==> src/rtl/alu_stateful_v3.sv <==
// alu_stateful_v3: stateful ALU slot with a private data RAM, page-table based
// tenant isolation, RAM atomics and a hold-until-accepted result handshake.
// One transaction runs IDLE -> READ -> EXEC -> OUT; the RAM write lands in EXEC,
// before the next read can be issued, so no forwarding path is needed.
module alu_stateful_v3 #(
  parameter int STAGE_ID   = 0,
  parameter int ACTION_ID  = 3,
  parameter int ACTION_LEN = 25,
  parameter int DATA_WIDTH = 32,
  parameter int ADDR_WIDTH = 5
) (
  input  logic                    clk,
  input  logic                    rst_n,
  input  logic [ACTION_LEN-1:0]   action_in,
  input  logic                    action_valid,
  input  logic [DATA_WIDTH-1:0]   operand_1_in,
  input  logic [DATA_WIDTH-1:0]   operand_2_in,
  input  logic [DATA_WIDTH-1:0]   operand_3_in,
  output logic                    ready_out,
  input  logic [2*ADDR_WIDTH-1:0] page_tbl_out,
  input  logic                    page_tbl_out_valid,
  output logic [DATA_WIDTH-1:0]   container_out,
  output logic                    container_out_valid,
  output logic                    overflow_out,
  input  logic                    ready_in
);

  localparam int DEPTH = 1 << ADDR_WIDTH;

  localparam logic [3:0] OP_ADD    = 4'b0001;
  localparam logic [3:0] OP_ADDI   = 4'b1001;
  localparam logic [3:0] OP_SUB    = 4'b0010;
  localparam logic [3:0] OP_SUBI   = 4'b1010;
  localparam logic [3:0] OP_AND    = 4'b0100;
  localparam logic [3:0] OP_OR     = 4'b0101;
  localparam logic [3:0] OP_GE     = 4'b0110;
  localparam logic [3:0] OP_SET    = 4'b1110;
  localparam logic [3:0] OP_STORE  = 4'b1000;
  localparam logic [3:0] OP_LOAD   = 4'b1011;
  localparam logic [3:0] OP_LOADD  = 4'b0111;
  localparam logic [3:0] OP_FADD   = 4'b1100;
  localparam logic [3:0] OP_FMAX   = 4'b1101;
  localparam logic [3:0] OP_CLEAR  = 4'b1111;

  typedef enum logic [1:0] {
    IDLE = 2'd0,
    READ = 2'd1,
    EXEC = 2'd2,
    OUT  = 2'd3
  } state_t;

  state_t state, state_next;

  // Transaction context captured at accept
  logic [3:0]            opcode;
  logic [DATA_WIDTH-1:0] op1, op2, op3;
  logic [ADDR_WIDTH-1:0] base_addr, addr_len;
  logic                  page_valid;

  // RAM and its registered read data
  logic [DATA_WIDTH-1:0] mem [DEPTH];
  logic [DATA_WIDTH-1:0] rd_data;

  // Combinational execute results
  logic [DATA_WIDTH-1:0] result;
  logic [DATA_WIDTH-1:0] wr_data;
  logic                  wr_en;
  logic                  stateful;
  logic                  denied;
  logic                  ovf;

  logic                  accept;
  logic [ADDR_WIDTH-1:0] off;
  logic [ADDR_WIDTH-1:0] phys;

  // The informational parameters and the non-opcode action bits carry no logic
  logic unused_bits;
  assign unused_bits = ^{action_in[ACTION_LEN-5:0], STAGE_ID[0], ACTION_ID[0]};

  assign ready_out           = (state == IDLE);
  assign container_out_valid = (state == OUT);
  assign accept              = action_valid && (state == IDLE);

  // Offset comes from operand 2; the physical address wraps within the RAM
  assign off    = op2[ADDR_WIDTH-1:0];
  assign phys   = base_addr + off;
  assign denied = !page_valid || (off > addr_len);

  // State register with synchronous active-low reset
  always_ff @(posedge clk) begin
    if (!rst_n) state <= IDLE;
    else        state <= state_next;
  end

  // Next-state logic: fixed three-step walk, then hold in OUT until accepted
  always_comb begin
    state_next = state;
    case (state)
      IDLE:    if (action_valid) state_next = READ;
      READ:    state_next = EXEC;
      EXEC:    state_next = OUT;
      OUT:     if (ready_in) state_next = IDLE;
      default: state_next = IDLE;
    endcase
  end

  // Capture opcode, operands and page entry on the accept edge
  always_ff @(posedge clk) begin
    if (accept) begin
      opcode     <= action_in[ACTION_LEN-1:ACTION_LEN-4];
      op1        <= operand_1_in;
      op2        <= operand_2_in;
      op3        <= operand_3_in;
      addr_len   <= page_tbl_out[2*ADDR_WIDTH-1:ADDR_WIDTH];
      base_addr  <= page_tbl_out[ADDR_WIDTH-1:0];
      page_valid <= page_tbl_out_valid;
    end
  end

  // RAM: synchronous read in READ, single write in EXEC suppressed under reset
  always_ff @(posedge clk) begin
    if (rst_n && (state == EXEC) && wr_en) mem[phys] <= wr_data;
    if (state == READ) rd_data <= mem[phys];
  end

  // Execute: compute result and write-back; denied stateful ops pass op3 through
  always_comb begin
    result   = op3;
    wr_data  = '0;
    wr_en    = 1'b0;
    stateful = 1'b0;
    case (opcode)
      OP_ADD, OP_ADDI: result = op1 + op2;
      OP_SUB, OP_SUBI: result = op1 - op2;
      OP_AND:   result = {{(DATA_WIDTH-1){1'b0}}, (op1 != '0) && (op2 != '0)};
      OP_OR:    result = {{(DATA_WIDTH-1){1'b0}}, (op1 != '0) || (op2 != '0)};
      OP_GE:    result = {{(DATA_WIDTH-1){1'b0}}, op1 >= op2};
      OP_SET:   result = op2;
      OP_STORE: begin
        stateful = 1'b1;
        wr_en    = 1'b1;
        wr_data  = op1;
        result   = op3;
      end
      OP_LOAD: begin
        stateful = 1'b1;
        result   = rd_data;
      end
      OP_LOADD: begin
        stateful = 1'b1;
        wr_en    = 1'b1;
        wr_data  = rd_data + 1'b1;
        result   = rd_data + 1'b1;
      end
      OP_FADD: begin
        stateful = 1'b1;
        wr_en    = 1'b1;
        wr_data  = rd_data + op1;
        result   = rd_data + op1;
      end
      OP_FMAX: begin
        stateful = 1'b1;
        wr_en    = 1'b1;
        wr_data  = (rd_data > op1) ? rd_data : op1;
        result   = rd_data;
      end
      OP_CLEAR: begin
        stateful = 1'b1;
        wr_en    = 1'b1;
        wr_data  = '0;
        result   = rd_data;
      end
      default: result = op3;
    endcase
    ovf = stateful && denied;
    if (ovf) begin
      wr_en  = 1'b0;
      result = op3;
    end
  end

  // Register the result and overflow flag in EXEC; they stay stable through OUT
  always_ff @(posedge clk) begin
    if (!rst_n) begin
      container_out <= '0;
      overflow_out  <= 1'b0;
    end else if (state == EXEC) begin
      container_out <= result;
      overflow_out  <= ovf;
    end
  end

endmodule
==> config.mk <==
export PLATFORM = sky130hd
export DESIGN_NAME = alu_stateful_v3
export DESIGN_NICKNAME = d
export VERILOG_FILES = /design/src/rtl/alu_stateful_v3.sv
export SDC_FILE = /design/constraint.sdc
export NUM_CORES = 2
export LEC_CHECK = 0
export BUFFER_PORTS_ARGS = -buffer_cell sky130_fd_sc_hd__buf_2
export CAP_MARGIN = 25
export CORE_MARGIN = 2
export CORE_UTILIZATION = 35
export DETAILED_ROUTE_END_ITERATION = 12
export SYNTH_ARGS = -nofsm -noshare
export SYNTH_HDL_FRONTEND = slang
export SYNTH_SLANG_ARGS = --single-unit
export TNS_END_PERCENT = 30
==> constraint.sdc <==
create_clock -name clk -period 4.15 [get_ports clk]
set_input_delay 0.83 -clock clk [delete_from_list [all_inputs] [get_ports clk]]
set_output_delay 0.83 -clock clk [all_outputs]
set_load 0.02 [all_outputs]
== After elaboration in Yosys (flattened, before gate mapping) ==
Memory sizes are Yosys's and may differ from the RTL's. A register that Yosys moved wholly into a read port is not among the register bits.
Cells that the tools add are included.
Operators by class
  reduce and logical (&&, ||, !) cells: 17
  eq/ne operators: 19
  add/sub/neg operators: 5
  magnitude comparators: 3
  multiplexer cells: 12
Operators with widths (count)
  case mux 32 bit (9 select lines): 1
  case mux 32 bit (4 select lines): 1
  adder 32 bit: 2
  two-way mux 32 bit: 2
  nonzero test 32 bit: 2
  adder 32 x 1 -> 32 bit, second input constant: 1
  equality test 4 bit, second input constant: 8
  >= comparator 32 bit: 1
  greater-than comparator 32 bit: 1
  subtractor 32 bit: 1
  equality test 4 x 3 -> 1 bit, second input constant: 4
  case mux 2 bit (4 select lines): 1
  OR reduction 6 bit: 1
  adder 5 bit: 1
  greater-than comparator 5 bit: 1
  logical AND 1 bit: 5
  two-way mux 1 bit: 5
  OR reduction 5 bit: 1
  equality test 2 bit, second input constant: 2
  equality test 4 x 1 -> 1 bit, second input constant: 1
  equality test 4 x 2 -> 1 bit, second input constant: 1
  two-way mux 2 bit: 2
  OR reduction 2 bit: 2
  OR reduction 3 bit: 1
  7 further kinds: 8
Word-level totals
  register bits: 146
  logic and storage cells: 67
  output and inout bits: 35
  RAM bits: 1024
  memories kept: 1
Memories
  mem: depth 32, bits a word 32, rd ports 1, clocked after Yosys merged registers in 1, wr ports 1, RTL line 61  | logic [DATA_WIDTH-1:0] mem [DEPTH];

== Depth between registers and ports, before layout ==
  depth after elaboration: 8
  depth in mapped cells: 14

== Worst setup path after synthesis ==
Ideal clock, no wire load.
  path kind: register to register
  start: reg op2[0]
  end: mem mem[11][0], enable pin
  setup slack: -0.381 ns
  setup time: 0.421 ns
  data arrival time: 4.110 ns
  stages on the path, launching flop included: 9
  data required time: 3.729 ns
  period minus slack after synthesis: 4.531 ns
  cells stage by stage: edfxtp_1 > ha_1 > fa_1 > clkbuf_1 > buf_1 > clkbuf_1 > clkbuf_1 > nand3_1 > nor2_1
Between the ends
  longest elaborated chain between the ends: 7
  elaborated cells on any way between the ends: 8
RTL lines
  start, declared: RTL line 56  | logic [DATA_WIDTH-1:0] op1, op2, op3;
  start signal, assigned: RTL line 112  | op2 <= operand_2_in;
  greater-than comparator 5 bit: RTL line 87  | assign denied = !page_valid || (off > addr_len);
  logical OR 1 bit: RTL line 87
  logical AND 1 bit: RTL line 175  | ovf = stateful && denied;
  two-way mux 1 bit: RTL line 176  | if (ovf) begin
  logical AND 1 bit: RTL line 122  | if (rst_n && (state == EXEC) && wr_en) mem[phys] <= wr_data;
  two-way mux 1 bit: RTL line 122
  two-way mux 1 bit (not written as such): RTL line 122
  end, declared: RTL line 61
Several ways; a longest one is shown, not always the timed one.

== Worst setup path after layout ==
  start: reg op1[2]
  end: mem mem[27][30] (data pin)
Between the ends
  longest elaborated chain between the ends: 3
  elaborated cells on any way between the ends: 4
RTL lines
  start, declared: RTL line 56
  start signal, assigned: RTL line 111  | op1 <= operand_1_in;
  greater-than comparator 32 bit: RTL line 164  | wr_data = (rd_data > op1) ? rd_data : op1;
  two-way mux 32 bit: RTL line 164
  case mux 32 bit (4 select lines) (*): RTL line 132  | case (opcode)
  via wr_data[30]: RTL line 66  | logic [DATA_WIDTH-1:0] wr_data;
The timed path passes the listed nets; every way through them passes the cells marked *.

==> results.toml <==
[clock_network]
cts_hold_buf = 0
cts_htree_levels = 3
numClockSinks = 1202
numCtsBuffers = 118
cts_tree = "built"
cts-root-buf = "clkbuf_16"
cts_setup_buffers = 0
clk_path_buf_depth = 3
insertion_delay_ns = 0.78
clk_transition_reported_paths_ns = 0.06

[setup_path]
crit_path_end_kind = "flip-flop"
cp-start-kind = "flip-flop"
worst_path_max_delay_cell = "edfxtp_1"
r2r_cells = 13
worstPathCellList = "inv_1, ha_1, nor2_1, o21ai_0, nand3_1, nand4_1, a21oi_1, a221oi_2, o21ai_2, a31oi_1, mux2i_1, or3_1, buf_12"
r2r-end = "mem[27][30]"
critPathMaxStageDelay_ns = 0.66
r2r_start = "op1[2]"
critical_path_class = "flip-flop to flip-flop"
cp.arrival_ns = 4.53
path_max_fanout = 32
regToRegSetupSlack_ns = 0.09
required_ns = 4.61

[run]
maxCapViolCount = 0

[drt]
viasPerCell = 5.650
drtIter0Drc = 3616
drt-wirelength-per-cell_um = 28.11
final_antenna_net_count = 0
dr.pass1.iters = 6
totalWireLength_um = 158900
via_count = 31950
drc_errors = 0

[timing]
max_freq_ghz = 0.2462
setup_violations = 0
worst_pin_slew_ns = 1.026
setup_slack_ns = 0.08767
setup-tns-final_ns = 0
drv_slew = 0
slew-limit-headroom_pct = 31.46
rsz0062_at_grt = "false"
min_period_ns = 4.062
skew_ns = 0.09616
min_period_over_period_pct = 97.89
final_hold_viol_count = 0

[synthesis]
synth_area_leader_cell = "edfxtp_1"
synth_cells = 3138
synth_edf_count = 1167
yosysMostFrequentCell = "edfxtp_1"
synth.net_count = 3418
synth_seq_cells = 1202
ys_types = 89
synth_top_cell_area_share_pct = 66.71
synth_ff_type = "edfxtp_1"
ys_warn_count = 0
syn_area_um2 = 52530
yosys-top-cells-count = "edfxtp_1 (1167), mux4_2 (262), nor2_1 (156)"
synthArstFlopShare_pct = 0
yosysSeqAreaShare_pct = 68.04
syn_area_per_cell_um2 = 16.74
synth_area_leaders = "edfxtp_1 (67%), mux4_2 (11%), ha_1 (3.3%)"

[power_and_ir_drop]
power_frac_seq_pct = 34.8
p_sw_w = 0.01718
switching_share_pct = 37.20
p_per_area_nw_per_um2 = 740.6
combPwrFrac_pct = 41.8
p_int_w = 0.02900
peakVddDrop_uv = 444.9
total_power_w = 0.04618
clkPwrFrac_pct = 23.4
p_leak_nw = 21.17

[layout]
layout-drive-gt1-share_pct = 26.16
nNetsFinal = 3815
nFillCells = 13304
syn_to_final_growth_pct = 18.70

[floorplanning]
io_pins = 171
die_x_um = 391.4
start_util_pct = 35.16
coreArea_um2 = 149400
die_area_um2 = 153200
num_rows = 142
die_h_um = 391.4

[min_path]
hp-start = "operand_1_in[24]"
hold_end = "op1[24]"
min_path_type = "primary input to flip-flop"
min_path_cells = 1

[place]
dpl_worst_slack_ns = 0.07131
hpwl_um = 106100
io_buffers = 149
gp_congestion = 0.9151

[global_route]
antenna_found_initial = 5
track_usage_pct = 20.55
grt_max_degree = 61
overflow = 0
grt_pass1_wl_um = 227000
grt_pass1_vias = 31625

[outcome]
status = "finished, final reports clean"
==> critical path, delay by kind of cell (launching register included) <==
family / cells / cell delay, ns
AOI/OAI and AO/OA: 5 / 1.31
muxes: 1 / 0.14
and+or+nand+nor: 4 / 1.01
adders and majority gates: 1 / 0.37
DFF: 1 / 0.66
buffers and inverters: 2 / 0.27
==> layer usage <==
layer | share of wire (%) | vias up | track usage (%) | wire length [µm]
met1 | 41 | 16738 | 28.05 | 65890
li1 | - | 13591 | - | -
met3 | 7.3 | 249 | 3.180 | 11540
met5 | 0.020 | - | 0 | 32
met2 | 48 | 1366 | 33.75 | 76580
met4 | 3.1 | 6 | 6.430 | 4895
==> cells by family after synthesis <==
| family | share of synthesized area, % |
|---|---|
| buffers and inverters | 2.205 |
| DFF | 68.04 |
| and+or+nand+nor | 4.840 |
| xor gates and xnor gates | 1.284 |
| AOI/OAI and AO/OA | 8.662 |
| muxes | 11.46 |
| adders and majority gates | 3.506 |
==> power by group through the flow <==
stage               Clock [W]  Combinational [W]  Sequential, W
floorplan                   0             0.0108         0.0163
global route           0.0115             0.0206         0.0161
CTS                    0.0110             0.0192         0.0161
detailed placement          0             0.0191         0.0163
finish                 0.0108             0.0193         0.0161
global placement            0             0.0190         0.0163
==> worst max-delay path by stage <==
| stage | from | endpoint | cells past startpoint |
|---|---|---|---|
| detailed placement | op2[0] | container_out[26] | 14 |
| finish | op1[2] | mem[27][30] | 13 |
| CTS | op2[0] | container_out[26] | 15 |
| floorplan | op2[0] | mem[11][0] | 8 |
| global placement | op2[0] | container_out[26] | 13 |
| global route | op1[5] | mem[30][19] | 11 |
==> cell usage in the layout (no fill, tap or decap), types with 18 or more instances in the layout <==
cell type / count
ha_1: 138
buf_2: 150
clkinv_1: 31
o21bai_1: 25
inv_1: 129
nand4_1: 48
buf_4: 237
nor2_4: 33
a22oi_1: 134
o211ai_1: 22
a21o_1: 35
o22ai_1: 30
a21oi_1: 110
nand2_1: 86
clkbuf_1: 28
clkbuf_16: 118
o21ai_0: 71
xor2_1: 28
dfxtp_1: 35
clkinv_2: 19
xnor2_1: 46
nor3_1: 29
nor2_1: 121
nand3_1: 45
mux4_2: 262
a211oi_1: 18
buf_12: 55
a221o_1: 45
or3_1: 24
edfxtp_1: 1167
nor2b_1: 27
nor4_1: 27
==> stage by stage <==
step	instances	utilization, %	hold WS (ns)	area (µm²)
6_report	5655	41.73	0.2718	62360
5_1_grt	5652	41.73	0.2277	62350
4_1_cts	5651	41.70	0.2132	62300
3_5_place_dp	5430	39.07	0.4405	58370
3_3_place_gp	5428	39.05	0.4421	58360
2_1_floorplan	3138	-	0.4737	52530
==> layout make-up <==
| type | instances | area, µm² | share of cell area, % |
|---|---|---|---|
| sequential | 1202 | 35740 | 57.32 |
| timing repair buffer | 443 | 3642 | 5.841 |
| inverter | 132 | 495.5 | 0.7946 |
| clock buffer | 146 | 3058 | 4.904 |
| clock inverter | 75 | 873.3 | 1.401 |
| multi-input combinational | 1638 | 16010 | 25.68 |
| tap | 2016 | 2522 | 4.045 |
| antenna | 3 | 7.507 | 0.01204 |
==> registers in the layout (all words and copies together), names as in the netlist <==
| signal | flops |
|---|---|
| mem | 1024 |
| container_out | 32 |
| op1 | 32 |
| op2 | 32 |
| op3 | 32 |
| rd_data | 32 |
| addr_len | 5 |
| base_addr | 5 |
| opcode | 4 |
| state | 2 |
| overflow_out | 1 |
| page_valid | 1 |
==> what timing repair did <==
action / 4_1_cts / 5_1_grt
pin swaps: 0 / 0
endpoints found under the setup margin: 1 / 7
resized for setup: 1 / 4
Note: power is estimated with default switching activity, not from simulation.
